===== config.mk =====
export PLATFORM = sky130hd
export DESIGN_NAME = bayer_capture_flat
export DESIGN_NICKNAME = d
export VERILOG_FILES = /design/src/rtl/bayer_capture_pkg.sv /design/src/rtl/bayer_capture_if.sv /design/src/rtl/bayer_crop_counter.sv /design/src/rtl/bayer_capture.sv /design/src/flat_wrapper.sv
export SDC_FILE = /design/constraint.sdc
export NUM_CORES = 1
export LEC_CHECK = 0
export CORE_MARGIN = 2
export CORE_UTILIZATION = 44
export CTS_BUF_LIST = sky130_fd_sc_hd__clkbuf_2
export CTS_CLUSTER_DIAMETER = 150
export DETAILED_ROUTE_END_ITERATION = 16
export PLACE_DENSITY = 0.7
export REMOVE_ABC_BUFFERS = 1
export SETUP_SLACK_MARGIN = 0.02
export SKIP_CTS_REPAIR_TIMING = 1
export SLEW_MARGIN = 10
export SYNTH_ARGS = -nofsm -noshare
export SYNTH_HDL_FRONTEND = slang
export SYNTH_SLANG_ARGS = --single-unit

===== constraint.sdc =====
create_clock -name clk -period 1.9 [get_ports clk]
set_input_delay 0.19 -clock clk [delete_from_list [all_inputs] [get_ports clk]]
set_output_delay 0.19 -clock clk [all_outputs]
set_load 0.05 [all_outputs]

===== src/rtl/bayer_capture_pkg.sv =====
// Shared types and constants for the Bayer window capture block.
package bayer_capture_pkg;

   localparam int PIX_IN_W   = 12;
   localparam int PIX_OUT_W  = 8;
   localparam int DEF_WIDTH  = 320;
   localparam int DEF_HEIGHT = 240;
   localparam int CNT_W      = 16;

   typedef enum logic [2:0] {
      ST_IDLE,
      ST_WAIT_FLOW,
      ST_WAIT_FHIGH,
      ST_ACTIVE,
      ST_DONE
   } state_t;

   // Black-level subtraction saturating at zero, then keep the top 8 bits.
   function automatic logic [PIX_OUT_W-1:0] blc_trunc(input logic [PIX_IN_W-1:0] pix,
                                                      input logic [PIX_IN_W-1:0] black);
      logic [PIX_IN_W-1:0] diff;
      diff = (pix > black) ? (pix - black) : '0;
      return diff[PIX_IN_W-1 -: PIX_OUT_W];
   endfunction

endpackage


===== src/rtl/bayer_capture_if.sv =====
// Sensor-side inputs and demosaic-side outputs of the capture block.
interface bayer_capture_if;
   import bayer_capture_pkg::*;

   logic                 iStart;
   logic                 iFval;
   logic                 iLval;
   logic [PIX_IN_W-1:0]  iPixel;
   logic [PIX_OUT_W-1:0] oData;
   logic                 oValid;
   logic                 oNewFrame;
   logic                 oDone;
   logic                 oShortFrame;
   logic [15:0]          oFrameCnt;

   modport master (
      output iStart, iFval, iLval, iPixel,
      input  oData, oValid, oNewFrame, oDone, oShortFrame, oFrameCnt
   );

   modport slave (
      input  iStart, iFval, iLval, iPixel,
      output oData, oValid, oNewFrame, oDone, oShortFrame, oFrameCnt
   );

endinterface


===== src/rtl/bayer_crop_counter.sv =====
// Column/row position counters for the active frame and the crop-window hit test.
module bayer_crop_counter
   import bayer_capture_pkg::*;
#(
   parameter int width   = DEF_WIDTH,
   parameter int height  = DEF_HEIGHT,
   parameter int xOffset = 0,
   parameter int yOffset = 0
) (
   input  logic clk,
   input  logic reset,
   input  logic i_run,
   input  logic i_lval,
   output logic o_hit
);

   localparam logic [CNT_W-1:0] X_LO = CNT_W'(xOffset);
   localparam logic [CNT_W-1:0] Y_LO = CNT_W'(yOffset);
   localparam logic [CNT_W-1:0] X_N  = CNT_W'(width);
   localparam logic [CNT_W-1:0] Y_N  = CNT_W'(height);

   logic [CNT_W-1:0] r_col;
   logic [CNT_W-1:0] r_row;
   logic             r_lval_d;
   logic [CNT_W-1:0] w_col_rel;
   logic [CNT_W-1:0] w_row_rel;

   always_ff @(posedge clk) begin
      if (reset || !i_run) begin
         r_col    <= '0;
         r_row    <= '0;
         r_lval_d <= 1'b0;
      end else begin
         r_lval_d <= i_lval;
         if (i_lval) begin
            if (r_col != '1) r_col <= r_col + 1'b1;
         end else if (r_lval_d) begin
            r_col <= '0;
            if (r_row != '1) r_row <= r_row + 1'b1;
         end
      end
   end

   // Positions left of/above the origin wrap to large values and fail the compare.
   assign w_col_rel = r_col - X_LO;
   assign w_row_rel = r_row - Y_LO;
   assign o_hit     = i_run & i_lval & (w_col_rel < X_N) & (w_row_rel < Y_N);

endmodule


===== src/rtl/bayer_capture.sv =====
// Single-frame Bayer window capture; define BAYER_CAPTURE_BLC_EN for black-level
// subtraction (adds one cycle of latency to oData/oValid/oDone).
//
// state         | meaning
// ST_IDLE       | waiting for iStart
// ST_WAIT_FLOW  | armed mid-frame, waiting for iFval to drop
// ST_WAIT_FHIGH | armed, waiting for the next iFval rise
// ST_ACTIVE     | frame in progress, emitting in-window samples
// ST_DONE       | window complete, one cycle to re-arm
module bayer_capture
   import bayer_capture_pkg::*;
#(
   parameter int width      = DEF_WIDTH,
   parameter int height     = DEF_HEIGHT,
   parameter int xOffset    = 0,
   parameter int yOffset    = 0,
   parameter int blackLevel = 16
) (
   input  logic            clk,
   input  logic            reset,
   bayer_capture_if.slave  bus
);

`ifdef BAYER_CAPTURE_BLC_EN
   localparam int LAT    = 2;
   localparam bit BLC_ON = 1'b1;
`else
   localparam int LAT    = 1;
   localparam bit BLC_ON = 1'b0;
`endif

   localparam logic [PIX_IN_W-1:0] BLACK    = BLC_ON ? PIX_IN_W'(blackLevel) : '0;
   localparam logic [31:0]         LAST_IDX = 32'(width * height - 1);

   state_t               r_state;
   state_t               w_next;
   logic                 w_new;
   logic                 w_evt_done;
   logic                 w_evt_short;
   logic                 w_hit;
   logic                 w_last;
   logic [31:0]          r_acc;
   logic                 r_new;
   logic                 r_valid;
   logic [PIX_OUT_W-1:0] r_data;
   logic [LAT:0]         r_done_sr;
   logic [LAT:0]         r_short_sr;
   logic [15:0]          r_frame_cnt;

   bayer_crop_counter #(
      .width   (width),
      .height  (height),
      .xOffset (xOffset),
      .yOffset (yOffset)
   ) u_crop (
      .clk    (clk),
      .reset  (reset),
      .i_run  (r_state == ST_ACTIVE),
      .i_lval (bus.iFval & bus.iLval),
      .o_hit  (w_hit)
   );

   assign w_last = w_hit && (r_acc == LAST_IDX);

   always_ff @(posedge clk) begin
      if (reset) r_state <= ST_IDLE;
      else       r_state <= w_next;
   end

   always_comb begin
      w_next      = r_state;
      w_new       = 1'b0;
      w_evt_done  = 1'b0;
      w_evt_short = 1'b0;
      case (r_state)
         ST_IDLE, ST_DONE: begin
            if (bus.iStart) w_next = bus.iFval ? ST_WAIT_FLOW : ST_WAIT_FHIGH;
            else            w_next = ST_IDLE;
         end
         ST_WAIT_FLOW: begin
            if (!bus.iFval) w_next = ST_WAIT_FHIGH;
         end
         ST_WAIT_FHIGH: begin
            if (bus.iFval) begin
               w_next = ST_ACTIVE;
               w_new  = 1'b1;
            end
         end
         ST_ACTIVE: begin
            if (!bus.iFval) begin
               w_next      = ST_IDLE;
               w_evt_done  = 1'b1;
               w_evt_short = 1'b1;
            end else if (w_last) begin
               w_next     = ST_DONE;
               w_evt_done = 1'b1;
            end
         end
         default: w_next = ST_IDLE;
      endcase
   end

   always_ff @(posedge clk) begin
      if (reset || r_state != ST_ACTIVE) r_acc <= '0;
      else if (w_hit)                    r_acc <= r_acc + 32'd1;
   end

   always_ff @(posedge clk) begin
      if (reset) r_new <= 1'b0;
      else       r_new <= w_new;
   end

`ifdef BAYER_CAPTURE_BLC_EN
   logic                r_hit_d;
   logic [PIX_IN_W-1:0] r_pix_d;

   always_ff @(posedge clk) begin
      if (reset) begin
         r_hit_d <= 1'b0;
         r_pix_d <= '0;
         r_valid <= 1'b0;
         r_data  <= '0;
      end else begin
         r_hit_d <= w_hit;
         if (w_hit) r_pix_d <= bus.iPixel;
         r_valid <= r_hit_d;
         if (r_hit_d) r_data <= blc_trunc(r_pix_d, BLACK);
      end
   end
`else
   // BLACK is zero here, so blc_trunc reduces to iPixel[11:4].
   always_ff @(posedge clk) begin
      if (reset) begin
         r_valid <= 1'b0;
         r_data  <= '0;
      end else begin
         r_valid <= w_hit;
         if (w_hit) r_data <= blc_trunc(bus.iPixel, BLACK);
      end
   end
`endif

   // End-of-window events trail the data path by one cycle so oDone follows the last oValid.
   always_ff @(posedge clk) begin
      if (reset) begin
         r_done_sr   <= '0;
         r_short_sr  <= '0;
         r_frame_cnt <= '0;
      end else begin
         r_done_sr  <= {r_done_sr[LAT-1:0], w_evt_done};
         r_short_sr <= {r_short_sr[LAT-1:0], w_evt_short};
         if (r_done_sr[LAT-1] && !r_short_sr[LAT-1]) r_frame_cnt <= r_frame_cnt + 16'd1;
      end
   end

   assign bus.oData       = r_data;
   assign bus.oValid      = r_valid;
   assign bus.oNewFrame   = r_new;
   assign bus.oDone       = r_done_sr[LAT];
   assign bus.oShortFrame = r_short_sr[LAT];
   assign bus.oFrameCnt   = r_frame_cnt;

endmodule


===== src/flat_wrapper.sv =====
// flat-port wrapper written by rule: the top's interface ports become plain ports
module bayer_capture_flat import bayer_capture_pkg::*;
#(
   parameter int width      = DEF_WIDTH,
   parameter int height     = DEF_HEIGHT,
   parameter int xOffset    = 0,
   parameter int yOffset    = 0,
   parameter int blackLevel = 16
)
  (clk, reset, bus_iStart, bus_iFval, bus_iLval, bus_iPixel, bus_oData, bus_oValid, bus_oNewFrame, bus_oDone, bus_oShortFrame, bus_oFrameCnt);
  bayer_capture_if bus_i ();
  input  logic clk;
  input  logic reset;
  input wire logic [$bits(bus_i.iStart)-1:0] bus_iStart;
  input wire logic [$bits(bus_i.iFval)-1:0] bus_iFval;
  input wire logic [$bits(bus_i.iLval)-1:0] bus_iLval;
  input wire logic [$bits(bus_i.iPixel)-1:0] bus_iPixel;
  output wire logic [$bits(bus_i.oData)-1:0] bus_oData;
  output wire logic [$bits(bus_i.oValid)-1:0] bus_oValid;
  output wire logic [$bits(bus_i.oNewFrame)-1:0] bus_oNewFrame;
  output wire logic [$bits(bus_i.oDone)-1:0] bus_oDone;
  output wire logic [$bits(bus_i.oShortFrame)-1:0] bus_oShortFrame;
  output wire logic [$bits(bus_i.oFrameCnt)-1:0] bus_oFrameCnt;
  assign bus_i.iStart = bus_iStart;
  assign bus_i.iFval = bus_iFval;
  assign bus_i.iLval = bus_iLval;
  assign bus_i.iPixel = bus_iPixel;
  assign bus_oData = bus_i.oData;
  assign bus_oValid = bus_i.oValid;
  assign bus_oNewFrame = bus_i.oNewFrame;
  assign bus_oDone = bus_i.oDone;
  assign bus_oShortFrame = bus_i.oShortFrame;
  assign bus_oFrameCnt = bus_i.oFrameCnt;
  bayer_capture #(.width(width), .height(height), .xOffset(xOffset), .yOffset(yOffset), .blackLevel(blackLevel)) u_core (.clk(clk), .reset(reset), .bus(bus_i));
endmodule

**Word-level counts from Yosys, hierarchy flattened**

Index checks and enable logic that the tools add are counted.

- Register bits after elaboration: 98
- Bits in latches: 0
- Memory bits (writable): 0
- Bits in read-only memories: 0
- Input port bits: 17
- Word-level logic and storage cells: 68
- Memories: 0

- $add $sub $neg: 4
- Multiply operators: 0
- Div/mod/pow operators: 0
- $lt $le $gt $ge: 3
- Equal/unequal tests: 12
- Shift operators: 0
- Muxes and demuxes: 15
- Bitwise logic cells: 7
- Reductions and logical operators: 14

Operators by type and width:

| kind | number |
|---|---|
| adder 16 x 1 -> 16 bit (second input constant) | 3 |
| 2-to-1 mux 16 bit | 3 |
| adder 32 x 1 -> 32 bit (second input constant) | 1 |
| == test 32 x 17 -> 1 bit (second input constant) | 1 |
| != test 16 bit (second input constant) | 2 |
| < comparator 16 x 8 -> 1 bit (second input constant) | 1 |
| < comparator 16 x 9 -> 1 bit (second input constant) | 1 |
| 2-to-1 mux 3 bit | 5 |
| greater-than comparator 12 x 1 -> 1 bit (second input constant) | 1 |
| 2-to-1 mux 12 bit | 1 |
| case mux 3 bit (4 select lines) | 1 |
| == test 3 x 2 -> 1 bit (second input constant) | 2 |
| != test 3 x 2 -> 1 bit (second input constant) | 2 |
| AND reduction 3 bit | 2 |
| OR reduction 2 bit | 3 |
| AND 1 bit | 4 |
| 2-to-1 mux 1 bit | 4 |
| != test 2 bit (second input constant) | 2 |
| == test 3 x 1 -> 1 bit (second input constant) | 1 |
| == test 3 bit (second input constant) | 1 |
| zero test 3 bit | 1 |
| NOT 1 bit | 3 |
| logical AND 1 bit | 2 |
| zero test 1 bit | 2 |
| other kinds (5) | 6 |

**Depth between registers and ports, before layout**

Gate-level depths: netlist of the first run.

- Word-level depth: 8
- Depth in mapped cells: 8
- Gate-level depth less buffers: 6

**Hierarchy**

From an unflattened synthesis of the first run, not the netlist that was laid out.

- Cell total of the unflattened synthesis: 529
- Area, all modules: 4690.7 µm²

Modules (own cells, without submodules):

| module | instances | cells an instance | area an instance (µm²) | seq. area each (µm²) |
|---|---|---|---|---|
| bayer_capture | 1 | 320 | 2897.8 | 1301.2 |
| bayer_crop_counter | 1 | 209 | 1793.0 | 660.6 |

**Least setup slack after synthesis of the first run**

OpenSTA, ideal clock, no wires.

- Path type: reg2reg
- Start point: register u_core.r_frame_cnt[0], in the netlist u_core.bus.oFrameCnt[0]
- End point: register u_core.r_frame_cnt[14], in the netlist u_core.bus.oFrameCnt[14]
- Library setup time: 128 ps
- Arrival time: 1687 ps
- Data required time: 1772 ps
- Slack: 85 ps
- Cell stages (with the launch flop): 7
- Path buffers: 1
- Cells stage by stage: dfxtp_1 > ha_1 > and4_1 > clkbuf_1 > nor3b_1 > xnor2_1 > nor2_1

- Cells in the longest elaborated chain, start to end: 1

Ends and longest elaborated chain:

| element | line | source |
|---|---|---|
| start, declared | bayer_capture.sv:48 | `logic [15:0] r_frame_cnt;` |
| start signal, assigned | bayer_capture.sv:152 | `if (r_done_sr[LAT-1] && !r_short_sr[LAT-1]) r_frame_cnt <= r_frame_cnt + 16'd1;` |
| adder 16 x 1 -> 16 bit | bayer_capture.sv:152 |  |

Every way passes these cells.
A chain may end at the register's enable or synchronous reset.

**Worst setup path in the final report of the first run**

- Start point: register u_core.u_crop.r_row[10]
- End point: register u_core.r_acc[6]

- Cells in the longest elaborated chain, start to end: 2

Ends and longest elaborated chain:

| element | line | source |
|---|---|---|
| start, declared | bayer_crop_counter.sv:23 | `logic [CNT_W-1:0] r_row;` |
| start signal, assigned | bayer_crop_counter.sv:39 | `if (r_row != '1) r_row <= r_row + 1'b1;` |
| < comparator 16 x 8 -> 1 bit | bayer_crop_counter.sv:47 | `assign o_hit = i_run & i_lval & (w_col_rel < X_N) & (w_row_rel < Y_N);` |
| AND 1 bit | bayer_crop_counter.sv:47 |  |
| end signal, assigned | bayer_capture.sv:105 | `else if (w_hit) r_acc <= r_acc + 32'd1;` |
| end, declared | bayer_capture.sv:42 | `logic [31:0] r_acc;` |

Every way passes these cells.

==> flow_summary_export.csv, run 1 <==
group,metric,value,unit
status,outcome,"finished with violations",
status,violations,"setup timing",
synth,yosysWarningCount,0,
cts,clockBufferDepth,2,
routing,wl_per_cell,14.8,um
floorplan,die_y,107,um
timing,period_share,104,%
placement,place_congestion,0.855,
worst_setup_path,critPathLaunchType,"register",
routing,drc,0,
floorplan,core,10300,sq um
cts,tritoncts,"done",
cts,clock_latency,590,ps
routing,firstDrtPassIters,7,
synth,netlist_instances,553,
synth,yosysMostFrequentCell,"dfxtp_1",
global_routing,grt_usage,19.6,%
worst_setup_path,path_cells,"nor4_2 > buf_4 > nand4_1 > buf_6 > buf_12 > buf_4 > nor4_4 > xnor2_1 > nor2_1",
floorplan,die_area,11500,sq um
worst_setup_path,critPathArrivalTime,2450,ps
worst_setup_path,crit_top_cell,"buf_4",
synth,synthArstFlopShare,0,%
cts,clk_pin_slew_worst_paths,280,ps
worst_setup_path,path_class,"register to register",
timing,fin_hold_ws,156,ps
global_routing,grt_max_degree,26,
routing,ant_nets,0,
synth,yosys-top-cells-area,"dfxtp_1 (42%), xnor2_1 (8.6%), nor2_1 (7.0%), nand2_1 (4.2%), nand3_1 (3.5%)",
cells_and_area,final_nets,689,
timing,finalSetupViolCount,8,
worst_setup_path,cp-end-kind,"register",
job,cap_violations,0,
cts,htree_levels,3,
synth,synth_edf_count,0,
timing,drv_slew,0,
floorplan,io_pins,45,
cells_and_area,area_delta_synth_final,39.2,%
pwr,power.density,494,nW/um^2
pwr,power_leakage,2.83,nW
routing,via_per_inst,5.48,
timing,finalHoldViolations,0,
cts,clockRootBuffer,"clkbuf_2",
synth,yosysUniqueCellTypes,51,
synth,synth-seq-area-share,41.8,%
timing,period_minus_slack,1980,ps
worst_setup_path,cp.required,2370,ps
worst_hold_path,hp-class,"input port to register",
timing,setup_slack,-79.8,ps
worst_setup_path,crit_path_max_incr_delay,390,ps
cells_and_area,drive_gt1_share,27.0,%
pwr,vdd_drop_max,0.436,mV
worst_setup_path,crit_slowest_cell,"dfxtp_2",
timing,rsz0062_at_grt,"yes",
floorplan,start_util,45.5,%
routing,wirelength,12.0,mm
synth,netlist_area,4700,sq um
floorplan,rows,37,
cts,cts_made_buffers,9,
floorplan,die-width,107,um
global_routing,grt_pass1_wl,18.4,mm
routing,vias,4434,
synth,yosysTopAreaCellShare,41.8,%
synth,ys_top_cells_by_count,"dfxtp_1 (98), nor2_1 (87), nand2_1 (52)",
cells_and_area,antennaDiodeCount,0,
placement,dp_hpwl,8.09,mm
routing,drtIter0Drc,251,
timing,worstMarginPinSlew,523,ps
placement,dp_cells,782,
worst_setup_path,worstPathMaxFanout,8,
synth,synth.avg_cell_area,8.49,sq um
timing,slew_headroom,65.1,%
cts,clock-sinks,98,
cells_and_area,final_cell_count_no_fill,809,
cells_and_area,postLayoutCellArea,6540,sq um
global_routing,overflow,0,
synth,synth_ff_type,"dfxtp_1",
synth,yosys.area.top_type,"dfxtp_1",
placement,io_buffers,40,
timing,final.setup.tns,-441,ps
timing,finalClockSkew,55.1,ps
timing,fmax,505,MHz
synth,synth-seq-cells,98,
placement,postPlaceCellArea,5760,sq um
global_routing,grt_pass1_vias,4117,
global_routing,antenna_found_initial,0,
==> critical path, delay by kind of cell (launching register included) <==
family | cells | cell delay (ps)
buffers and inverters | 4 | 670
xor gates and xnor gates | 1 | 150
DFF | 1 | 390
and+or+nand+nor | 4 | 680
==> cells by family (layout without fill, tap and decap cells) <==
group / after synthesis / count (layout) / share of synthesized area [%]
xor gates and xnor gates: 52 / 52 / 9.70
buffers and inverters: 32 / 152 / 2.98
DFF: 98 / 98 / 41.8
adders and majority gates: 4 / 4 / 1.07
muxes: 5 / 5 / 1.07
and+or+nand+nor: 294 / 294 / 34.5
AOI/OAI and AO/OA: 68 / 68 / 8.95
==> path summary, 6_finish.rpt <==
check        slack, ps  depth (start not counted)             endpoint               startpoint
max reg2reg        -80                          9      u_core.r_acc[6]  u_core.u_crop.r_row[10]
min reg2reg        490                          2  u_core.bus.oData[5]      u_core.bus.oData[5]
max                -80                          9      u_core.r_acc[6]  u_core.u_crop.r_row[10]
min                160                          3  u_core.bus.oData[0]            bus_iPixel[4]
==> cell type report <==
class	instances	area, sq um
Sequential cell	98	1970
Clock inverter	7	57.6
Clock buffer	9	45.0
Multi-Input combinational cell	423	3000
Fill cell	835	3790
Inverter	8	30.0
Tap cell	136	170
Timing Repair Buffer	128	1260
==> state kept, by name, indices dropped and copies added, names as in the netlist <==
register and cells:
u_core.r_acc 32, u_core.bus.oFrameCnt 16, u_core.u_crop.r_col 16, u_core.u_crop.r_row 16
u_core.bus.oData 8, u_core.r_state 3, u_core.r_done_sr 2, u_core.r_short_sr 2
u_core.bus.oNewFrame 1, u_core.bus.oValid 1, u_core.u_crop.r_lval_d 1
==> cell usage in the layout, fill, tap and decap left out, types with 15 or more instances in the layout <==
cell and instances:
a21oi_1 20, buf_4 73, dfxtp_1 93, dlymetal6s2s_1 28
nand2_1 38, nand3_1 32, nand4_1 20, nor2_1 85
nor4_4 15, xnor2_1 40
==> through the flow <==
step	total power [mW]	worst slack (ps)	utilization, %
2_1_floorplan	2.18	-576	-
6_report	3.23	-79.8	63.3
3_5_place_dp	2.27	-211	55.8
4_1_cts	3.21	-241	56.8
3_3_place_gp	2.26	-177	55.8
5_1_grt	3.35	-155	63.3
==> layer usage <==
metal | global-route usage (%) | part of all wire (%) | wire length [um] | up-vias
li1 | - | - | - | 2214
met1 | 24.9 | 46 | 5460 | 2089
met2 | 32.8 | 49 | 5830 | 111
met3 | 2.91 | 4.1 | 495 | 20
met4 | 8.63 | 1.7 | 199 | 0
met5 | 0 | 0 | 0 | -
==> where the power goes <==
| part | internal [mW] | total (mW) | switching [mW] |
|---|---|---|---|
| Clock | 0.199 | 0.950 | 0.751 |
| Combinational | 0.0928 | 0.205 | 0.112 |
| Sequential | 2.07 | 2.07 | 0.00408 |
Note: power is estimated with default switching activity, not from simulation.
==> inputs of run 2 (changes only) <==
==> constraint.sdc (replaced) <==
create_clock -name clk -period 1.96 [get_ports clk]
set_input_delay 0.196 -clock clk [delete_from_list [all_inputs] [get_ports clk]]
set_output_delay 0.196 -clock clk [all_outputs]
set_load 0.05 [all_outputs]
==> flow_summary_export.csv, run 2 (synthesis gave the netlist of run 1 again) <==
group,metric,value,unit
status,outcome,"finished with violations",
status,violations,"setup timing",
cells_and_area,area_delta_synth_final,34.2,%
worst_hold_path,min_to,"u_core.bus.oData[3]",
routing,firstDrtPassIters,5,
cts,cts_made_buffers,9,
global_routing,grt_pass1_vias,4077,
worst_hold_path,hold-path-cell-count,3,
timing,period_share,104,%
worst_hold_path,hp-class,"input port to register",
worst_setup_path,critPathLaunchType,"register",
worst_hold_path,holdCritStartpoint,"bus_iPixel[7]",
timing,final.setup.tns,-312,ps
routing,wirelength,11.9,mm
cts,htree_levels,3,
worst_setup_path,r2r-start,"u_core.u_crop.r_row[10]",
routing,wl_per_cell,14.9,um
cells_and_area,drive_gt1_share,21.8,%
cells_and_area,regMostFlops,"u_core.r_acc",
worst_setup_path,cp.required,2500,ps
routing,vias,4408,
timing,fin_hold_ws,123,ps
routing,drc,0,
job,cap_violations,0,
cells_and_area,final_common_cell,"dfxtp_1",
cts,tritoncts,"done",
placement,dp_hpwl,7.99,mm
timing,setup_slack,-75.3,ps
floorplan,core,10300,sq um
floorplan,die-width,107,um
routing,via_per_inst,5.53,
worst_setup_path,reg2regPathDepth,7,
global_routing,grt_pass1_wl,18.7,mm
timing,finalHoldViolations,0,
worst_setup_path,r2r_end,"u_core.r_acc[2]",
timing,slew_headroom,65.1,%
floorplan,die_y,107,um
cts,clockBufferDepth,2,
placement,place_congestion,0.856,
cts,clock-sinks,98,
pwr,power_leakage,2.73,nW
global_routing,antenna_found_initial,0,
timing,finalClockSkew,34.9,ps
worst_setup_path,path_class,"register to register",
timing,worstMarginPinSlew,523,ps
timing,period_minus_slack,2040,ps
routing,ant_nets,0,
global_routing,overflow,0,
cells_and_area,final_nets,677,
timing,rsz0062_at_grt,"yes",
worst_setup_path,critPathArrivalTime,2570,ps
timing,drv_slew,0,
global_routing,grt_usage,20.0,%
cells_and_area,final_cell_mix,"dfxtp_1 (95), nor2_1 (86), buf_4 (64)",
floorplan,die_area,11500,sq um
floorplan,rows,37,
worst_setup_path,cp-end-kind,"register",
pwr,vdd_drop_max,0.347,mV
cts,clock_latency,590,ps
pwr,power.density,516,nW/um^2
timing,fmax,491,MHz
routing,drtIter0Drc,258,
placement,io_buffers,40,
cts,clk_pin_slew_worst_paths,280,ps
floorplan,start_util,45.5,%
floorplan,io_pins,45,
worst_setup_path,reg2reg_slack,-80,ps
timing,finalSetupViolCount,8,
global_routing,grt_max_degree,32,
cells_and_area,largest_register_ffs,32,
cells_and_area,antennaDiodeCount,0,
cts,clockRootBuffer,"clkbuf_2",
worst_setup_path,worstPathMaxFanout,5,
==> run 2: cell types whose count changed in the layout (fill, tap and decap cells not counted), sizes merged <==
| cell | before | now |
|---|---|---|
| buf | 87 | 75 |
| bufinv | 0 | 1 |
| clkinvlp | 1 | 0 |
==> run 2: worst max path at each step <==
| stage | from | to | slack (ps) | cells past startpoint |
|---|---|---|---|---|
| after floorplan | u_core.u_crop.r_col[10] | u_core.r_acc[31] | -520 | 5 |
| after global placement | u_core.u_crop.r_row[10] | u_core.r_acc[7] | -210 | 8 |
| after detailed placement | u_core.u_crop.r_row[10] | u_core.r_acc[7] | -230 | 8 |
| after CTS | u_core.u_crop.r_row[10] | u_core.r_acc[7] | -300 | 8 |
| after global routing | u_core.u_crop.r_row[13] | u_core.r_acc[2] | -180 | 7 |
| final | u_core.u_crop.r_row[10] | u_core.r_acc[2] | -80 | 7 |
==> run 2: final cells by class <==
cell class | count | area [sq um]
fill | 864 | 4020
multi-input combinational | 423 | 2880
sequential | 98 | 1970
timing repair buffer | 116 | 1130
tap | 136 | 170
clock inverter | 7 | 80.1
clock buffer | 9 | 45.0
inverter | 8 | 30.0
==> run 2: where the power goes <==
group          internal [mW]  switching (mW)
Sequential              2.01         0.00351
Clock                  0.321           0.736
Combinational         0.0850          0.0995
==> run 2: stage by stage <==
stage	setup slack, ps	cell area, sq um	utilization, %	power [mW]	instances
global route	-182	6300	61.1	3.39	797
global placement	-208	5700	55.2	2.19	774
finish	-75.3	6300	61.1	3.25	797
floorplan	-516	4590	-	2.11	529
CTS	-299	5830	56.4	3.26	790
detailed placement	-233	5700	55.2	2.19	774
==> run 2: worst max-delay path: stages, from the launching register on <==
cell and delay, ps:
dfxtp_4 430, nor4_4 290, buf_4 150, nand4_1 190
buf_6 220, or2_4 270, or3_1 310, a21oi_1 120
==> run 2: metal layers <==
layer	GRT usage [%]	vias up	part of all wire, %
met4	7.51	0	2.0
met1	25.8	2098	45
li1	-	2190	-
met5	0	-	0
met2	33.3	99	49
met3	3.57	21	3.5
==> inputs of run 3 (changes only) <==
--- a/config.mk
+++ b/config.mk
@@ -9,6 +9,7 @@
 export CORE_UTILIZATION = 44
 export CTS_BUF_LIST = sky130_fd_sc_hd__clkbuf_2
 export CTS_CLUSTER_DIAMETER = 150
+export CTS_CLUSTER_SIZE = 14
 export DETAILED_ROUTE_END_ITERATION = 16
 export PLACE_DENSITY = 0.7
 export REMOVE_ABC_BUFFERS = 1
==> results of run 3 <==
Final layout, timing and power as in run 2 (identical DEF).
